**config.mk**
```make
export PLATFORM = sky130hd
export DESIGN_NAME = ripl_cary_add_pipe
export DESIGN_NICKNAME = d
export VERILOG_FILES = /design/src/rtl/rca_pkg.sv /design/src/rtl/rca_seg.sv /design/src/rtl/ripl_cary_add_pipe.sv
export SDC_FILE = /design/constraint.sdc
export NUM_CORES = 1
export LEC_CHECK = 0
export ABC_AREA = 1
export CAP_MARGIN = 40
export CORE_UTILIZATION = 28
export DETAILED_ROUTE_END_ITERATION = 10
export DONT_BUFFER_PORTS = 1
export PLACE_DENSITY = 0.45
export SLEW_MARGIN = 20
export SYNTH_ARGS = -nofsm -noshare
export SYNTH_HDL_FRONTEND = slang
export SYNTH_HIERARCHICAL = 1
export SYNTH_SLANG_ARGS = --single-unit
```
**constraint.sdc**
```tcl
create_clock -name clk -period 4.3 [get_ports clk]
set_input_delay 0.43 -clock clk [delete_from_list [all_inputs] [get_ports clk]]
set_output_delay 0.43 -clock clk [all_outputs]
set_load 0.05 [all_outputs]
```
**src/rtl/rca_pkg.sv**
```systemverilog
// Shared defaults and stage-count derivation for the pipelined ripple-carry adder.
package rca_pkg;

   localparam int unsigned DefWidth  = 16;
   localparam int unsigned DefSeg    = 4;
   localparam int unsigned DefStages = DefWidth / DefSeg;

   // Clamped to 1 so arrays stay legal while the elaboration check reports a bad config.
   function automatic int unsigned calc_stages(input int unsigned width, input int unsigned seg);
      if (seg == 0 || width < seg) begin
         return 1;
      end
      return width / seg;
   endfunction

endpackage

```
**src/rtl/rca_seg.sv**
```systemverilog
// SEG-bit combinational ripple full-adder chain used by each pipeline stage.
module rca_seg
   import rca_pkg::*;
#(
   parameter int unsigned SEG = DefSeg
) (
   input  logic [SEG-1:0] a,
   input  logic [SEG-1:0] b,
   input  logic           ci,
   output logic [SEG-1:0] s,
   output logic           co
);

   logic [SEG:0] c;

   always_comb begin
      c    = '0;
      s    = '0;
      c[0] = ci;
      for (int i = 0; i < SEG; i++) begin
         s[i]   = a[i] ^ b[i] ^ c[i];
         c[i+1] = (a[i] & b[i]) | (c[i] & (a[i] ^ b[i]));
      end
      co = c[SEG];
   end

endmodule

```
**src/rtl/ripl_cary_add_pipe.sv**
```systemverilog
// Pipelined ripple-carry adder, SEG bits per stage, valid/ready handshake on both ends.
// Optional subtract support is enabled by defining RCA_SUB_EN.
module ripl_cary_add_pipe
   import rca_pkg::*;
#(
   parameter int unsigned WIDTH = DefWidth,
   parameter int unsigned SEG   = DefSeg
) (
   input  logic             clk,
   input  logic             rst_n,
   input  logic             en,
   input  logic             in_valid,
   output logic             in_ready,
   input  logic [WIDTH-1:0] A,
   input  logic [WIDTH-1:0] B,
   input  logic             Cin,
`ifdef RCA_SUB_EN
   input  logic             Sub,
`endif
   output logic             out_valid,
   input  logic             out_ready,
   output logic [WIDTH-1:0] S,
   output logic             Cout,
   output logic             Ovf
);

   localparam int unsigned STAGES = calc_stages(WIDTH, SEG);
   localparam int unsigned LAST   = STAGES - 1;

   if (SEG < 1) begin : g_bad_seg
      $error("ripl_cary_add_pipe: SEG must be at least 1");
   end else if (WIDTH % SEG != 0) begin : g_bad_width
      $error("ripl_cary_add_pipe: WIDTH must be a multiple of SEG");
   end

   // Per-stage registers; operands ride along full width so the MSBs reach the Ovf logic.
   logic [STAGES-1:0] vld_q;
   logic [STAGES-1:0] cy_q;
   logic [WIDTH-1:0]  a_q [STAGES];
   logic [WIDTH-1:0]  b_q [STAGES];
   logic [WIDTH-1:0]  s_q [STAGES];

   logic [STAGES-1:0] v_in;
   logic [STAGES-1:0] ci_in;
   logic [WIDTH-1:0]  a_in  [STAGES];
   logic [WIDTH-1:0]  b_in  [STAGES];
   logic [WIDTH-1:0]  s_in  [STAGES];
   logic [WIDTH-1:0]  s_nxt [STAGES];
   logic [WIDTH-1:0]  seg_sum;
   logic [STAGES-1:0] seg_co;

   logic             stall;
   logic             advance;
   logic             accept;
   logic [WIDTH-1:0] b_eff;
   logic             c_eff;

   assign stall    = vld_q[LAST] && !out_ready;
   assign advance  = en && !stall;
   assign in_ready = rst_n && advance;
   assign accept   = in_valid && in_ready;

   always_comb begin
`ifdef RCA_SUB_EN
      b_eff = Sub ? ~B : B;
      c_eff = Sub | Cin;
`else
      b_eff = B;
      c_eff = Cin;
`endif
      v_in     = '0;
      ci_in    = '0;
      v_in[0]  = accept;
      ci_in[0] = c_eff;
      a_in[0]  = A;
      b_in[0]  = b_eff;
      s_in[0]  = '0;
      for (int k = 1; k < STAGES; k++) begin
         v_in[k]  = vld_q[k-1];
         ci_in[k] = cy_q[k-1];
         a_in[k]  = a_q[k-1];
         b_in[k]  = b_q[k-1];
         s_in[k]  = s_q[k-1];
      end
      for (int k = 0; k < STAGES; k++) begin
         s_nxt[k]                 = s_in[k];
         s_nxt[k][k*SEG +: SEG]   = seg_sum[k*SEG +: SEG];
      end
   end

   for (genvar k = 0; k < STAGES; k++) begin : g_stage
      rca_seg #(
         .SEG (SEG)
      ) u_seg (
         .a  (a_in[k][k*SEG +: SEG]),
         .b  (b_in[k][k*SEG +: SEG]),
         .ci (ci_in[k]),
         .s  (seg_sum[k*SEG +: SEG]),
         .co (seg_co[k])
      );
   end

   // Whole pipeline moves in lockstep; a stall or en=0 freezes every stage.
   always_ff @(posedge clk or negedge rst_n) begin
      if (!rst_n) begin
         vld_q <= '0;
         cy_q  <= '0;
         for (int k = 0; k < STAGES; k++) begin
            a_q[k] <= '0;
            b_q[k] <= '0;
            s_q[k] <= '0;
         end
      end else if (advance) begin
         vld_q <= v_in;
         cy_q  <= seg_co;
         for (int k = 0; k < STAGES; k++) begin
            a_q[k] <= a_in[k];
            b_q[k] <= b_in[k];
            s_q[k] <= s_nxt[k];
         end
      end
   end

   always_comb begin
      out_valid = en && vld_q[LAST];
      S         = en ? s_q[LAST] : '0;
      Cout      = en && cy_q[LAST];
      Ovf       = en && (a_q[LAST][WIDTH-1] == b_q[LAST][WIDTH-1])
                     && (s_q[LAST][WIDTH-1] != a_q[LAST][WIDTH-1]);
   end

endmodule
```
# Word level (Yosys, flattened, before mapping)
# Cells that the tools add are included.
dict set report word_totals {
  ff_bits 176
  output_inout_bits 20
}
dict set report classes {
  n_reduce_logical 10
  muxes 1
  bitwise_logic 80
  eq_ne 2
}
# op count
set op_table {}
lappend op_table {{1-bit AND} 32}
lappend op_table {{1-bit bitwise XOR} 32}
lappend op_table {{16-bit 2-to-1 mux} 1}
lappend op_table {{1-bit OR} 16}
lappend op_table {{1-bit logical AND} 8}
lappend op_table {{1-bit logical NOT} 2}
lappend op_table {{1-bit == test} 1}
lappend op_table {{1-bit != test} 1}

# Longest topological paths before layout
# Gate-level depths: netlist (run 1).
dict set report logic_depth {
  word_depth 9
  mapped_depth 10
}

# Cells and area by module
# The synthesis (run 1) kept the hierarchy.
# mod seq_area_each_um2 area_per_inst_um2 instances cells_per_inst
set modules_own_cells {}
lappend modules_own_cells {ripl_cary_add_pipe 2452.4 4047.6 1 474}
lappend modules_own_cells {rca_seg 0.0 117.6 4 14}

# Worst setup path after synthesis (run 1)
# Ideal clock, no wire load.
dict set report synth_timing {
  kind {in2reg}
  startpoint {input port A[0]}
  endpoint {register s_q (netlist bit s_in[35])}
  setup_slack_ps 2174
  required_time_ps 4235
  n_path_buf 0
  cell_stages 10
  t_arrival_ps 2061
  setup_ps 65
  cell_sequence {fa_1 > inv_1 > fa_1 > inv_1 > fa_1 > inv_1 > fa_1 > inv_1 > nand3_1 > nand2_1}
}
# element line
set synth_rtl {}
lappend synth_rtl {{start, declared} ripl_cary_add_pipe.sv:14} ;# input logic [WIDTH-1:0] A,
lappend synth_rtl {{end signal, assigned by index} ripl_cary_add_pipe.sv:119} ;# s_q[k] <= s_nxt[k];
lappend synth_rtl {{end, declared} ripl_cary_add_pipe.sv:41} ;# logic [WIDTH-1:0] s_q [STAGES];

# Worst setup path in the final report (run 1)
dict set report layout_timing {
  startpoint {register vld_q[3]}
  endpoint {output port in_ready}
}
dict set report layout_between {
  elab_chain_cells 4
}
# element line
set layout_lines {}
lappend layout_lines {{start, declared} ripl_cary_add_pipe.sv:37} ;# logic [STAGES-1:0] vld_q;
lappend layout_lines {{start signal, assigned} ripl_cary_add_pipe.sv:114} ;# vld_q <= v_in;
lappend layout_lines {{1-bit logical AND} ripl_cary_add_pipe.sv:58} ;# assign stall = vld_q[LAST] && !out_ready;
lappend layout_lines {{1-bit logical NOT} ripl_cary_add_pipe.sv:59} ;# assign advance = en && !stall;
lappend layout_lines {{1-bit logical AND} ripl_cary_add_pipe.sv:59}
lappend layout_lines {{1-bit logical AND} ripl_cary_add_pipe.sv:60} ;# assign in_ready = rst_n && advance;
lappend layout_lines {{end, declared} ripl_cary_add_pipe.sv:13} ;# output logic in_ready,
# Every way passes these cells.

==> flow_metrics.tcl, run 1 <==
set metrics [dict create \
    status "complete, but fails checks" \
    violations "negative hold slack" \
    clk_path_buf_depth 2 \
    rsz0062_at_grt "false" \
    syn2layout_area_growth_pct 11.99 \
    tritoncts "done" \
    cts_resized 0 \
    synth_top_area_cell "dfrtp_1" \
    worst-path-stages 5 \
    grt_pass1_vias 2955 \
    grt_antenna_before_repair 0 \
    clkPwrFrac 0.310 \
    post-route-period-util 0.5230 \
    ys_types 13 \
    insertion_delay_ns 0.35 \
    clk_pin_slew_ns 0.07 \
    synth.area.top_cells "dfrtp_1 (54%), nand2_1 (18%), nand3_1 (11%)" \
    grt_first_pass_wirelength_mm 15.75 \
    p_comb_frac 0.238 \
    chipWidth_um 129.0 \
    max_slew_margin 0.6557 \
    holdWs_ns -0.02129 \
    slew_violations 0 \
    first_pass_iters 4 \
    yosysSeqAreaShare 0.5428 \
    clock_skew_ns 0.005030 \
    rrSetupSlack_ns 2.11 \
    rows 46 \
    core_area_um2 15830 \
    setup_viol_count_final 0 \
    path_cells "nand2_4 -> nand2_4 -> buf_16 -> nor2_1 -> buf_4" \
    cp_slowest_stage_delay_ns 0.42 \
    h-tree-depth 3 \
    crit_required_ns 3.87 \
    synth.ff_latch_count 98 \
    tightest_slew_ns 0.5165 \
    grtUsageTotal 0.1248 \
    cap_violations 0 \
    fin_cells 735 \
    postCtsSetupRepairBufs 0 \
    wl_mm 9.331 \
    drive_gt1_frac 0.04624 \
    via_count 3172 \
    leakagePower_nw 2.817 \
    synth_top_area_frac 0.5428 \
    crit_buf_inv 2 \
    hold_violations 11 \
    ctsHoldBuffers 1 \
    p_seq_frac 0.452 \
    crit_top_cell "nand2_4" \
    r2r_start "a_in[12]" \
    drc_errors 0 \
    async_reset_ff_frac 1.000 \
    detail_route.wl_per_cell_um 12.70 \
    ant_nets 0 \
    root_buffer "clkbuf_16" \
    synth_commonest_cells "nand2_1 (217), dfrtp_1 (98), nand3_1 (97)" \
    fmax_mhz 444.7 \
    ff2ff_path_depth 10 \
    synthCells 530 \
    critical_path.max_fanout 59 \
    synth_edf_count 0 \
    gr-total-overflow 0 \
    n_antenna_cell 0 \
    crit_path_start_kind "flip-flop" \
    ios 58 \
    power_switching_mw 0.9732 \
    yosys_warnings 6 \
    p_sw_frac 0.3332 \
    initial_core_util 0.2855 \
    tns_ns 0 \
    cts_sinks 98 \
    fin_crit_ns 2.249 \
    critPathSlowestCell "dfrtp_1" \
    power.density_nw_per_um2 577.3 \
    syn_nets 584 \
    synthFlopType "dfrtp_1" \
    fillers 1723 \
    hold_path.class "input port to async pin" \
    dieHeight_um 129.0 \
    arrival_ns 1.82 \
    drtIter0Drc 208 \
    cts-buffers-inserted 9 \
    p_int_mw 1.948 \
    vdd_ir_drop_max_v 0.0002380 \
    routabilityCongestion 0.6921 \
    die-area_um2 16650 \
    path_delay_family "buffers and inverters" \
    grt_max_degree 119 \
    critical_path_class "flip-flop to output pin" \
    finalPower_mw 2.921 \
    portBuffers 0 \
    crit_path_end_kind "output pin" \
    viasPerCell 4.316 \
    place_inst 718 \
    yosysMostFrequentCell "nand2_1" \
    critPathLaunch "vld_q[3]" \
    netlist_area_um2 4518 \
    place_hpwl_mm 5.312 \
    fin_nets 568 \
    syn_avg_cell_area_um2 8.525 \
]
layout by cell type, fill, tap and decap left out:
master / count
buf_4: 3
nand2_1: 217
nand3_1: 97
nor2_1: 4
dfrtp_1: 98
inv_1: 62
buf_16: 3
nand4_1: 1
inv_6: 2
bufinv_16: 2
fa_1: 16
clkbuf_16: 9
clkinv_2: 1
clkbuf_8: 2
nand2_4: 2
stage by stage:
step	instance area (µm²)	setup slack (ns)	hold slack [ns]	util
floorplan	4518	2.174	0.1344	-
global placement	4634	2.098	0.1372	0.2928
detailed placement	4697	2.079	0.1371	0.2968
CTS	5060	2.033	0.01931	0.3197
global route	5060	1.943	0.03276	0.3197
finish	5060	2.051	-0.02129	0.3197
final timing paths:
path	to
max	in_ready
min	s_q[1]
max reg2reg	s_q[15]
min reg2reg	s_in[32]
max in group asynchronous	a_in[27]
min in group clk	b_in[46]
flip-flops by register name, summed over array words and instances, names as in the netlist:
register,cells
cy_q,4
s_in,24
s_q,16
a_in,24
b_in,24
vld_q,4
b_q,1
a_q,1
routing by layer:
layer  GRT usage  part of all wire  up-vias
met3     0.02519             0.025       13
met5           0                 0        -
li1            -                 -     1589
met1      0.1807              0.52     1524
met4     0.06228             0.022        0
met2      0.1768              0.43       46
power by group through the flow:
stage                     logic [mW]  clock network (mW)  registers [mW]
after floorplan                0.594                   0            1.30
after global placement         0.665                   0            1.33
final                          0.695               0.906            1.32
after global routing           0.811               0.974            1.36
after CTS                      0.714               0.942            1.32
after detailed placement       0.691                   0            1.34
layout make-up:
class                   instances  area (µm²)  area share
inverters                      62       232.7     0.04599
repair buffers                  6       105.1     0.02077
multi-input cells             337        1664      0.3289
flip-flops and latches         98        2452      0.4847
clock inverters                 5       82.58     0.01632
clock buffers                  11       252.7     0.04995
well taps                     216       270.3     0.05341
cell families after synthesis:
family / share of synthesized area
buffers and inverters: 0.08889
DFF: 0.5428
adders and majority gates: 0.07090
and+or+nand+nor: 0.2974
Note: power is estimated with default switching activity, not from simulation.
==> run 2, diff against run 1 <==
==> constraint.sdc (replaced) <==
create_clock -name clk -period 2.1 [get_ports clk]
set_input_delay 0.21 -clock clk [delete_from_list [all_inputs] [get_ports clk]]
set_output_delay 0.21 -clock clk [all_outputs]
set_load 0.05 [all_outputs]
==> flow_metrics.tcl, run 2 (synthesis gave the netlist of run 1 again) <==
set metrics [dict create \
    crit_path_end_kind "flip-flop" \
    viasPerCell 4.261 \
    holdWs_ns -0.4486 \
    critical_path_class "flip-flop to flip-flop" \
    drc_errors 0 \
    drtIter0Drc 225 \
    cp_slowest_stage_delay_ns 0.40 \
    critical_path.max_fanout 2 \
    reg2reg_to "s_in[23]" \
    syn2layout_area_growth_pct 13.74 \
    detail_route.wl_per_cell_um 12.41 \
    final_common_cell "nand2_1" \
    grt_first_pass_wirelength_mm 15.56 \
    path_cells "fa_2 -> inv_2 -> fa_2 -> inv_2 -> fa_2 -> inv_2 -> fa_1 -> inv_1 -> nand3_1 -> nand2_1" \
    fin_cells 750 \
    rsz0062_at_grt "true" \
    setup_ws_ns -0.002124 \
    clock_skew_ns 0.002519 \
    crit_required_ns 2.39 \
    via_count 3196 \
    drive_gt1_frac 0.06742 \
    insertion_delay_ns 0.35 \
    power.density_nw_per_um2 1104 \
    status "complete, but fails checks" \
    place_inst 717 \
    grt_antenna_before_repair 0 \
    core_area_um2 15830 \
    tightest_slew_ns 0.4329 \
    critPathSlowestCell "dfrtp_1" \
    grt_pass1_vias 3015 \
    chipWidth_um 129.0 \
    rrSetupSlack_ns -0.002 \
    dieHeight_um 129.0 \
    max_slew_margin 0.7111 \
    place_hpwl_mm 5.206 \
    h-tree-depth 3 \
    leakagePower_nw 2.830 \
    clk_path_buf_depth 2 \
    first_pass_iters 4 \
    vdd_ir_drop_max_v 0.0004427 \
    rows 46 \
    tns_ns -0.002124 \
    cts_sinks 98 \
    ant_nets 0 \
    ios 58 \
    finalPower_mw 5.674 \
    tritoncts "done" \
    setup_viol_count_final 1 \
    wl_mm 9.309 \
    crit_path_start_kind "flip-flop" \
    clk_pin_slew_ns 0.06 \
    fmax_mhz 475.7 \
    arrival_ns 2.39 \
    grtUsageTotal 0.1229 \
    final_cell_mix "nand2_1 (217), dfrtp_1 (98), nand3_1 (97)" \
    initial_core_util 0.2855 \
    die-area_um2 16650 \
    slew_violations 0 \
    r2r_start "cy_q[0]" \
    fin_crit_ns 2.102 \
    ff2ff_path_depth 10 \
    routabilityCongestion 0.6658 \
    post-route-period-util 1.001 \
    hold_violations 98 \
    hold_path.class "input port to async pin" \
    fin_nets 584 \
    fillers 1718 \
    violations "negative hold slack, negative setup slack" \
    cap_violations 0 \
    n_antenna_cell 0 \
    grt_max_degree 119 \
    cts-buffers-inserted 9 \
    crit_buf_inv 4 \
    gr-total-overflow 0 \
    root_buffer "clkbuf_16" \
    path_delay_family "adder cells" \
    portBuffers 0 \
]
==> run 2: cell types whose count changed in the layout (fill, tap and decap cells not counted), sizes merged <==
cell         previous run  this run
clkinv                  1         3
clkbuf                 11        12
dlygate4sd3             0        16
inv                    64        62
bufinv                  2         0
==> run 2: area by class of cell <==
cell class,instances,area [µm²],share of cell area
tap,216,270.3,0.05259
clock inverter,3,15.01,0.002922
inverter,62,232.7,0.04529
timing repair buffer,22,230.2,0.04480
sequential,98,2452,0.4772
clock buffer,12,256.5,0.04991
multi-input combinational,337,1682,0.3272
==> run 2: per-layer routing <==
layer | routed length (µm) | vias up | global-route usage | part of all wire
li1 | - | 1613 | - | -
met1 | 4642 | 1520 | 0.1688 | 0.50
met2 | 4121 | 53 | 0.1781 | 0.44
met3 | 358 | 10 | 0.03675 | 0.038
met4 | 186 | 0 | 0.05606 | 0.020
met5 | 0 | - | 0 | 0
==> run 2: how the worst max path moves through the flow <==
stage	from	endpoint	slack [ns]	cells past startpoint
6_report	cy_q[0]	s_in[23]	-0.002	10
3_5_place_dp	a_in[24]	s_in[11]	-0.1	10
3_3_place_gp	a_in[12]	s_q[15]	-0.07	10
5_1_grt	cy_q[0]	s_in[23]	-0.11	10
2_1_floorplan	a_in[12]	s_q[15]	0.02	10
4_1_cts	cy_q[0]	s_in[23]	-0.01	10
==> run 2: timing repair <==
action / in CTS / in global routing
pin swaps: 9 / 0
endpoints found under the hold margin: 111 / 102
buffers inserted: 1 / 1
gates resized for setup: 13 / 1
hold buffers: 13 / 3
setup endpoints to repair: 3 / 3
==> run 2: metrics by stage <==
stage / setup WS (ns) / hold WS (ns) / cell area, µm² / utilization
2_1_floorplan: 0.01947 / -0.08559 / 4518 / -
3_3_place_gp: -0.07064 / -0.08274 / 4674 / 0.2953
3_5_place_dp: -0.09879 / -0.08296 / 4674 / 0.2953
4_1_cts: -0.01449 / -0.4628 / 5101 / 0.3223
5_1_grt: -0.1090 / -0.4702 / 5139 / 0.3247
6_report: -0.002124 / -0.4486 / 5139 / 0.3247
==> run 2: power breakdown <==
part           internal, mW  leakage (nW)  switching, mW
clock network         0.855         0.138          0.683
registers              2.40          1.23          0.302
logic                 0.501          1.46          0.929
==> run 3, diff against run 2 <==
--- a/config.mk
+++ b/config.mk
@@ -16,3 +16,4 @@
 export SYNTH_HDL_FRONTEND = slang
 export SYNTH_HIERARCHICAL = 1
 export SYNTH_SLANG_ARGS = --single-unit
+export TNS_END_PERCENT = 20
==> flow_metrics.tcl, run 3 (synthesis gave the netlist of run 1 again) <==
set metrics [dict create \
    grt_first_pass_wirelength_mm 15.56 \
    viasPerCell 4.268 \
    ant_nets 0 \
    tightest_slew_ns 0.4329 \
    arrival_ns 2.39 \
    via_count 3201 \
    routabilityCongestion 0.6658 \
    n_antenna_cell 0 \
    drtIter0Drc 215 \
    final_cell_mix "nand2_1 (217), dfrtp_1 (98), nand3_1 (97)" \
    hold_violations 98 \
    core_area_um2 15830 \
    root_buffer "clkbuf_16" \
    cap_violations 0 \
    setup_ws_ns -0.002018 \
    clk_pin_slew_ns 0.06 \
    finalPower_mw 5.673 \
    post-route-period-util 1.001 \
    detail_route.wl_per_cell_um 12.38 \
    cts_sinks 98 \
    rsz0062_at_grt "true" \
    fin_nets 584 \
    first_pass_iters 4 \
    place_inst 717 \
    syn2layout_area_growth_pct 13.74 \
    crit_path_start_kind "flip-flop" \
    fin_cells 750 \
    leakagePower_nw 2.830 \
    chipWidth_um 129.0 \
    grt_max_degree 119 \
    clock_skew_ns 0.002634 \
    initial_core_util 0.2855 \
    portBuffers 0 \
    place_hpwl_mm 5.206 \
    final_common_cell "nand2_1" \
    wl_mm 9.286 \
    hold_path.class "input port to async pin" \
    slew_violations 0 \
    ios 58 \
    grt_pass1_vias 3015 \
    h-tree-depth 3 \
    grt_antenna_before_repair 0 \
    rows 46 \
    vdd_ir_drop_max_v 0.0004428 \
    rrSetupSlack_ns -0.002 \
    violations "negative hold slack, negative setup slack" \
    setup_viol_count_final 1 \
    tritoncts "done" \
    clk_path_buf_depth 2 \
    gr-total-overflow 0 \
    dieHeight_um 129.0 \
    dpl_worst_slack_ns -0.09879 \
    crit_required_ns 2.39 \
    fillers 1718 \
    insertion_delay_ns 0.35 \
    crit_path_end_kind "flip-flop" \
    critical_path_class "flip-flop to flip-flop" \
    fin_crit_ns 2.102 \
    critical_path.max_fanout 2 \
    cts-buffers-inserted 9 \
    grtUsageTotal 0.1229 \
    drive_gt1_frac 0.06742 \
    power.density_nw_per_um2 1104 \
    status "complete, but fails checks" \
    fmax_mhz 475.7 \
    drc_errors 0 \
    max_slew_margin 0.7111 \
    holdWs_ns -0.4488 \
    die-area_um2 16650 \
]
## run 3: cell counts in the layout (fill, tap and decap cells not counted)
Identical to the previous run, type by type.
## run 3: metrics by stage
step                hold slack (ns)  area, µm²    util  setup TNS, ns
global route                -0.4702       5139  0.3247        -0.2676
finish                      -0.4488       5139  0.3247      -0.002018
floorplan                  -0.08559       4518       -              0
detailed placement         -0.08296       4674  0.2953        -0.2191
global placement           -0.08274       4674  0.2953        -0.1689
CTS                         -0.4628       5101  0.3223       -0.02387
## run 3: cell type report
class / instances / area, µm² / share of cell area
clock buffers: 12 / 256.5 / 0.04991
clock inverters: 3 / 15.01 / 0.002922
inverters: 62 / 232.7 / 0.04529
multi-input cells: 337 / 1682 / 0.3272
flip-flops and latches: 98 / 2452 / 0.4772
well taps: 216 / 270.3 / 0.05259
repair buffers: 22 / 230.2 / 0.04480
## run 3: where the power goes
group	leakage, nW	total [mW]	switching (mW)	internal (mW)
clock network	0.138	1.54	0.684	0.855
registers	1.23	2.71	0.303	2.40
logic	1.46	1.43	0.927	0.501
total	2.83	5.67	1.91	3.76
## run 3: worst max-delay path: stages (launching register included)
cell and delay, ns:
dfrtp_1 0.40, fa_2 0.39, inv_2 0.06, fa_2 0.18, inv_2 0.04, fa_2 0.32
inv_2 0.06, fa_1 0.40, inv_1 0.06, nand3_1 0.07, nand2_1 0.07
## run 3: final timing paths
path / from / to / depth (start not counted)
worst max-delay path: cy_q[0] / s_in[23] / 10
worst min-delay path: rst_n / s_q[2] / 0
worst max register to register: cy_q[0] / s_in[23] / 10
worst min register to register: a_in[47] / a_in[47] / 2
max in group asynchronous: rst_n / b_q[15] / 0
min in group clk: A[10] / a_in[42] / 2
## run 3: what timing repair did
| item | CTS | global route |
|---|---|---|
| resized for setup | 13 | 1 |
| endpoints found under the setup margin | 3 | 3 |
| buffers inserted | 1 | 1 |
| pin swaps | 9 | 0 |
| gates cloned | 0 | 0 |
| hold endpoints to repair | 111 | 102 |
| hold buffers | 13 | 3 |
## run 3: metal layers
| metal | GRT usage | wire length (µm) | up-vias |
|---|---|---|---|
| met5 | 0 | 0 | - |
| met4 | 0.05606 | 186 | 0 |
| met3 | 0.03675 | 347 | 10 |
| met2 | 0.1781 | 4128 | 49 |
| met1 | 0.1688 | 4624 | 1530 |
| li1 | - | - | 1612 |
